[config.mk]
export PLATFORM = sky130hd
export DESIGN_NAME = pc_unit
export DESIGN_NICKNAME = d
export VERILOG_FILES = /design/src/rtl/pc_unit.sv
export SDC_FILE = /design/constraint.sdc
export NUM_CORES = 1
export LEC_CHECK = 0
export BUFFER_PORTS_ARGS = -buffer_cell sky130_fd_sc_hd__buf_4
export CAP_MARGIN = 5
export CORE_ASPECT_RATIO = 1.4
export CORE_MARGIN = 2
export CORE_UTILIZATION = 50
export CTS_CLUSTER_SIZE = 25
export DETAILED_ROUTE_END_ITERATION = 10
export PLACE_DENSITY = 0.87
export SYNTH_ARGS = -nofsm -noshare
export SYNTH_HDL_FRONTEND = slang
export SYNTH_SLANG_ARGS = --single-unit
export TNS_END_PERCENT = 100
[constraint.sdc]
create_clock -name clk -period 5.63 [get_ports clk]
set_clock_uncertainty 0.05 [all_clocks]
set_input_delay 0.2815 -clock clk [delete_from_list [all_inputs] [get_ports clk]]
set_output_delay 0.2815 -clock clk [all_outputs]
set_load 0.03 [all_outputs]
[src/rtl/pc_unit.sv]
// pc_unit: fetch-stage program counter for the RISC-V core.
// Holds the fetch PC and drives a valid/ready request to instruction memory.
// Next-PC sources are sequential advance, redirect, trap entry and trap return.
// A BOOT/RUN/HALT state machine provides debug halt and resume.
// A redirect to a misaligned target is turned into a trap entry.
module pc_unit #(
    parameter int unsigned          XLEN         = 32,
    parameter logic [XLEN-1:0]      RESET_VECTOR = '0,
    parameter logic [XLEN-1:0]      TRAP_VECTOR  = XLEN'(32'h0000_0100),
    parameter int unsigned          ILEN_BYTES   = 4
) (
    input  logic            clk,
    input  logic            reset,
    input  logic            stall,
    input  logic            redirect_valid,
    input  logic [XLEN-1:0] redirect_target,
    input  logic            trap_valid,
    input  logic            ret_valid,
    input  logic            halt_req,
    input  logic            resume_req,
    input  logic            fetch_ready,
    output logic            fetch_valid,
    output logic [XLEN-1:0] pc,
    output logic [XLEN-1:0] pc_plus,
    output logic [XLEN-1:0] epc,
    output logic            misalign,
    output logic            halted
);

    typedef enum logic [1:0] {
        ST_BOOT = 2'd0,
        ST_RUN  = 2'd1,
        ST_HALT = 2'd2
    } state_e;

    // Sequential increment and the low-order bits a legal target must keep at zero.
    localparam logic [XLEN-1:0] INC        = XLEN'(ILEN_BYTES);
    localparam logic [XLEN-1:0] ALIGN_MASK = XLEN'(ILEN_BYTES - 1);

    state_e          state_q, state_d;
    logic [XLEN-1:0] pc_q, pc_d;
    logic [XLEN-1:0] epc_q, epc_d;
    logic            misalign_q, misalign_d;
    logic            fetch_valid_q;
    logic            halted_q;

    logic            target_misaligned;
    logic            advance;

    assign pc_plus           = pc_q + INC;
    assign target_misaligned = (redirect_target & ALIGN_MASK) != '0;

    // The request is consumed only while running with no stall and no halt
    // arriving at the same edge.
    assign advance = (state_q == ST_RUN) && fetch_valid_q && fetch_ready
                     && !stall && !halt_req;

    // Next state: BOOT lasts one cycle, halt_req wins over resume_req in RUN.
    always_comb begin
        // NOTE: every signal driven here gets a default first so no latch is inferred.
        state_d = state_q;
        unique case (state_q)
            ST_BOOT: state_d = ST_RUN;
            ST_RUN:  if (halt_req)   state_d = ST_HALT;
            ST_HALT: if (resume_req) state_d = ST_RUN;
            default: state_d = ST_BOOT;
        endcase
    end

    // Next PC by priority: trap > ret > redirect > stall > advance > hold.
    always_comb begin
        pc_d       = pc_q;
        epc_d      = epc_q;
        misalign_d = 1'b0;
        if (state_q != ST_BOOT) begin
            if (trap_valid) begin
                pc_d  = TRAP_VECTOR;
                epc_d = pc_q;
            end else if (ret_valid) begin
                pc_d = epc_q;
            end else if (redirect_valid) begin
                if (target_misaligned) begin
                    pc_d       = TRAP_VECTOR;
                    epc_d      = redirect_target;
                    misalign_d = 1'b1;
                end else begin
                    pc_d = redirect_target;
                end
            end else if (!stall && advance) begin
                pc_d = pc_plus;
            end
        end
    end

    // State, PC registers and registered outputs; reset clears all of them at once.
    always_ff @(posedge clk or posedge reset) begin
        if (reset) begin
            state_q       <= ST_BOOT;
            pc_q          <= RESET_VECTOR;
            epc_q         <= '0;
            misalign_q    <= 1'b0;
            fetch_valid_q <= 1'b0;
            halted_q      <= 1'b0;
        end else begin
            // NOTE: non-blocking assignments so every register samples pre-edge values.
            state_q       <= state_d;
            pc_q          <= pc_d;
            epc_q         <= epc_d;
            misalign_q    <= misalign_d;
            fetch_valid_q <= (state_d == ST_RUN);
            halted_q      <= (state_d == ST_HALT);
        end
    end

    assign pc          = pc_q;
    assign epc         = epc_q;
    assign misalign    = misalign_q;
    assign fetch_valid = fetch_valid_q;
    assign halted      = halted_q;

endmodule

# Word-level counts from Yosys, hierarchy flattened
# Index checks and enable logic that the tools add are counted.
dict set report word_totals {
  latchBits 0
  regBits 69
  romBits 0
  in_bits 41
  n_memories 0
  out_inout_bits 99
  wordCells 44
  mem_bits_rw 0
}
dict set report classes {
  n_shift 0
  div_mod_pow 0
  mul 0
  n_lt_le_gt_ge 0
  reduce_logical 15
  n_bitwise 0
  muxes 17
  eq_ne 5
  addsub 1
}
# cell n
set op_table {}
lappend op_table {{$mux 32} 9}
lappend op_table {{$add 32x3->32 const B} 1}
lappend op_table {{$reduce_bool 32->1} 1}
lappend op_table {{$pmux 2 s3} 1}
lappend op_table {{$reduce_bool 2->1} 3}
lappend op_table {{$logic_and 1x1->1} 5}
lappend op_table {{$mux 1} 5}
lappend op_table {{$eq 2x1->1 const B} 2}
lappend op_table {{$eq 2x2->1 const B} 2}
lappend op_table {{$mux 2} 2}
lappend op_table {{$reduce_and 4->1} 1}
lappend op_table {{$reduce_bool 4->1} 1}
lappend op_table {{$logic_not 1->1} 2}
lappend op_table {{$logic_not 2->1} 1}
lappend op_table {{$ne 2x2->1 const B} 1}
lappend op_table {{$reduce_and 2->1} 1}

# Depth between registers and ports, before layout
dict set report logic_depth {
  depth_word 10
  mapped_depth 8
  mapped_depth_nobuf 6
}

# Worst setup path before layout
# Ideal clock, no wire load.
dict set report synth_path {
  path_kind {register -> output}
  startpoint {register pc_q[12], in the netlist pc[12]}
  endpoint {output port pc_plus[27]}
  path_slack_ns 2.789
  required_time_ns 5.299
  path_stages_with_launch 7
  t_arrival_ns 2.509
  n_path_buf 2
  path_cell_list {dfrtp_1 clkbuf_2 nand4_1 or4_4 buf_6 or3_4 xnor2_1}
}
dict set report synth_between {
  elab_chain_len 1
}
# element line_no
set synth_lines {}
lappend synth_lines {{start, declared} 41} ;# logic [XLEN-1:0] pc_q, pc_d;
lappend synth_lines {{start signal, assigned} 107} ;# pc_q <= pc_d;
lappend synth_lines {{$add 32x3->32} 50} ;# assign pc_plus = pc_q + INC;
lappend synth_lines {{end, declared} 24} ;# output logic [XLEN-1:0] pc_plus,
# No other way between the ends.

# Worst setup path after layout
dict set report layout_path {
  startpoint {register pc_q[15], in the netlist pc[15]}
  endpoint {output port pc_plus[30]}
}
# The elaborated chain is that of the path after synthesis.

==> summary.md <==
In this run the biggest area consumer among cell types represents 38.1% of the synthesized area. For this block, the initial DRC count from the detailed router was 666. The floorplan die width came out at 84.4 um. For the maximum count of clock buffers along a single path, the log shows 2.

The tools report the number of hold buffers added after CTS as 0. The worst setup path startpoint was pc[15]$_DFFE_PP0P_. Global routing finished with a remaining overflow of 0. The worst path needs 2.93 ns of the cycle, external delays included. Headroom to the max-slew limit came out at 20.2%. Number of cell rows: 41. At the end of the flow the core is filled with cells to 65.7%. Synthesis produced 547 cells.

The terminus of the critical flop-to-flop path was pc[27]$_DFFE_PP0P_. Setup repair after global routing left no endpoint under its margin. Clock tree synthesis inserted a total of 9 buffers.

For the total count of max-transition violations in the final report, the log shows 0. The share of async-settable or async-resettable flops after synthesis was 100%; the clock network latency to the later pin of the worst-skew pair was 0.34 ns. TritonCTS built the clock tree.

In this run the post-CTS setup repair buffer count came out at 0. The number of buffers and inverters on the critical path is 1. In this run the worst path has a maximum fanout of 10. The tools report the endpoint kind of the worst setup timing path as a primary output. The average vias per placed instance works out to 6.40. Sequential elements use 38.1% of the synthesized area. The half-perimeter wire length after detailed placement is 9.71 mm, and the wire length of the first global-routing pass is 23.2 mm. The flip-flop and latch count after synthesis works out to 69. For flop-to-flop paths, the worst setup slack is 3.19 ns.

Sorting the synthesized cells by area gives the leading types as sky130_fd_sc_hd__dfrtp_1, sky130_fd_sc_hd__a21oi_1, sky130_fd_sc_hd__mux2i_1, sky130_fd_sc_hd__nor2_1, sky130_fd_sc_hd__xnor2_1. The run gives 0 as the number of failing hold endpoints at the final stage. The buffer type at the clock tree root is sky130_fd_sc_hd__clkbuf_16. Relative to the synthesized area, the layout overhead comes to 29.5%. 140 I/O pins were placed. From bottom edge to top edge, the die measures 117 um. Entering global routing, the biggest net connects 70 pins. The number of antenna cells inserted is 0, and the total via count in the routed design is 4901. The most instantiated library cell after synthesis is sky130_fd_sc_hd__a21oi_1.

The run gives 750 as the post-placement cell count. Setup violations remaining at the end of the flow were counted as 0. Overall routing resource usage: 29.5%.

Across all hold checks on the routed design, the worst slack comes to 0.177 ns. The run gives 766 as the final instance count without filler cells. The detail route stage leaves a number of antenna-violating nets equal to 0. The run gives 0 as the post-CTS resize count. The tool flagged a number of max-cap violations equal to 0.

The worst setup path is of the reg -> out kind. The commonest cells after synthesis are sky130_fd_sc_hd__a21oi_1, sky130_fd_sc_hd__nor2_1, sky130_fd_sc_hd__dfrtp_1, sky130_fd_sc_hd__mux2i_1, sky130_fd_sc_hd__o21ai_0. Before antenna repair, the detailed router went through 8 iterations. The number of different library cells used by synthesis comes to 64.

Required time reported for the critical path endpoint: 5.30 ns. The routed design has 14.9 mm of wire. The startpoint of the worst-slack reg-to-reg timing path is pc[15]$_DFFE_PP0P_. Power spread over the standard cell area amounts to 653 nW/um^2. The global placement routability congestion was 0.892; the number of enable-type register cells in the synthesized netlist was 0. Fill cells in the final layout number 754. The total DRC errors in the routed layout was 0. The clock-pin transition on the worst setup and hold timing paths is 0.06 ns. The final worst-path cycle share was 52.1%. The H-tree was split into 3 levels. The depth of the worst register-to-register path is 5. Largest voltage drop on the vdd net: 0.000345 V. The core area was 8930 um^2. The critical path goes through nand4_1 > or4_4 > nor4_2 > xnor2_1 > buf_4.

STA puts the critical path data arrival time at 2.60 ns. The layout net count is 696. The initial utilization of the core area, before any placement, comes to 50.7%. Among all flip-flop cells after synthesis, the most frequent one is sky130_fd_sc_hd__dfrtp_1. The largest single stage delay on the critical path is 0.63 ns. Of the cells placed in the final design, the portion with a size suffix greater than 1 is 25.6%.

The routed length per instance works out to 19.4 um. The run finished with clean final reports. At the pin with the least slew margin, the transition time is 1.20 ns. When the netlist entered floorplanning its net count stood at 589. In the final timing run, aggregate negative setup slack is 0 ns. The count of input and output buffers is 139. The tools report the highest clock frequency the design can meet as 0.341 GHz. The cell taking the most area after synthesis is sky130_fd_sc_hd__dfrtp_1. The logs give 4647 for the via count of the first global-routing pass and 9840 um^2 for the die footprint. The analysis attributes to cell leakage a power of 2.65 nW. The initial antenna violation count is 0, and the post-synthesis instance area is 4530 um^2.

The clock sink total was 69. STA classifies the critical path startpoint as a flip-flop. Post-synthesis average cell area: 8.28 um^2.

Top cell family by delay on the critical path: simple AND/OR/NAND/NOR gates. Class of the tightest hold or removal check: in -> async. The critical path's slowest cell was sky130_fd_sc_hd__or4_4.

The logs give 0 for the total number of yosys warnings and 3.83 mW for the overall power consumption.
placed cells by master (no fill, tap or decap), types with 9 or more instances in the layout:
master,instances
sky130_fd_sc_hd__buf_4,144
sky130_fd_sc_hd__a21oi_1,78
sky130_fd_sc_hd__nor2_1,75
sky130_fd_sc_hd__dfrtp_1,69
sky130_fd_sc_hd__mux2i_1,33
sky130_fd_sc_hd__o21ai_0,32
sky130_fd_sc_hd__nand2_1,31
sky130_fd_sc_hd__xnor2_1,21
sky130_fd_sc_hd__nor3_1,16
sky130_fd_sc_hd__nand3_1,14
sky130_fd_sc_hd__inv_1,13
sky130_fd_sc_hd__and3_1,9
sky130_fd_sc_hd__nand4_1,9
sky130_fd_sc_hd__clkbuf_16,9
state kept, by name, summed over array words and instances, names as in the netlist:
signal       flops
epc             32
misalign         1
halted           1
state_q          2
pc              32
fetch_valid      1
power breakdown:
part           switching [mW]  internal [mW]
combinational            1.34          0.779
sequential              0.385          0.737
clock                   0.215          0.367
total                    1.95           1.88
cell type report:
type | count | area, um^2 | share of cell area, %
inverter | 15 | 56.3 | 0.961
sequential | 69 | 1730 | 29.5
clock inverter | 3 | 43.8 | 0.747
clock buffer | 13 | 260 | 4.44
tap | 107 | 134 | 2.28
timing repair buffer | 144 | 1080 | 18.4
multi-input combinational | 415 | 2560 | 43.7
through the flow:
| stage | setup WS [ns] | area [um^2] |
|---|---|---|
| after detailed placement | 3.01 | 5560 |
| after floorplan | 2.79 | 4530 |
| after global routing | 2.47 | 5860 |
| after global placement | 3.06 | 5560 |
| after CTS | 2.71 | 5860 |
| final | 2.70 | 5860 |
layer usage:
metal | up-vias | routed length (um) | track usage [%] | part of all wire (%)
li1 | 2194 | - | - | -
met1 | 2330 | 5490 | 35.8 | 37
met2 | 316 | 7510 | 50.1 | 51
met3 | 61 | 1250 | 5.87 | 8.4
met4 | 0 | 619 | 15.4 | 4.2
met5 | - | 0 | 0 | 0
worst register-to-register path, delay by kind of cell, from the launching register on:
kind            cells  cell delay, ns
compound gates      2            0.36
flops               1            0.52
simple gates        3            1.38
worst max-delay path by stage:
stage | depth (start not counted) | slack (ns) | to
floorplan | 6 | 2.79 | pc_plus[27]
global placement | 7 | 3.06 | pc[28]$_DFFE_PP0P_
detailed placement | 7 | 3.01 | pc[28]$_DFFE_PP0P_
CTS | 5 | 2.71 | pc_plus[30]
global route | 5 | 2.47 | pc_plus[16]
finish | 5 | 2.70 | pc_plus[30]
cell families (layout without fill, tap and decap cells):
group / after synthesis / count (layout) / share of synthesized area, %
compound gates: 167 / 167 / 22.5
fa+ha+maj: 1 / 1 / 0.276
buf+inv: 63 / 175 / 5.78
mux: 33 / 33 / 7.30
xor+xnor: 28 / 28 / 5.42
simple gates: 186 / 186 / 20.6
flops: 69 / 69 / 38.1
Note: power is estimated with default switching activity, not from simulation.
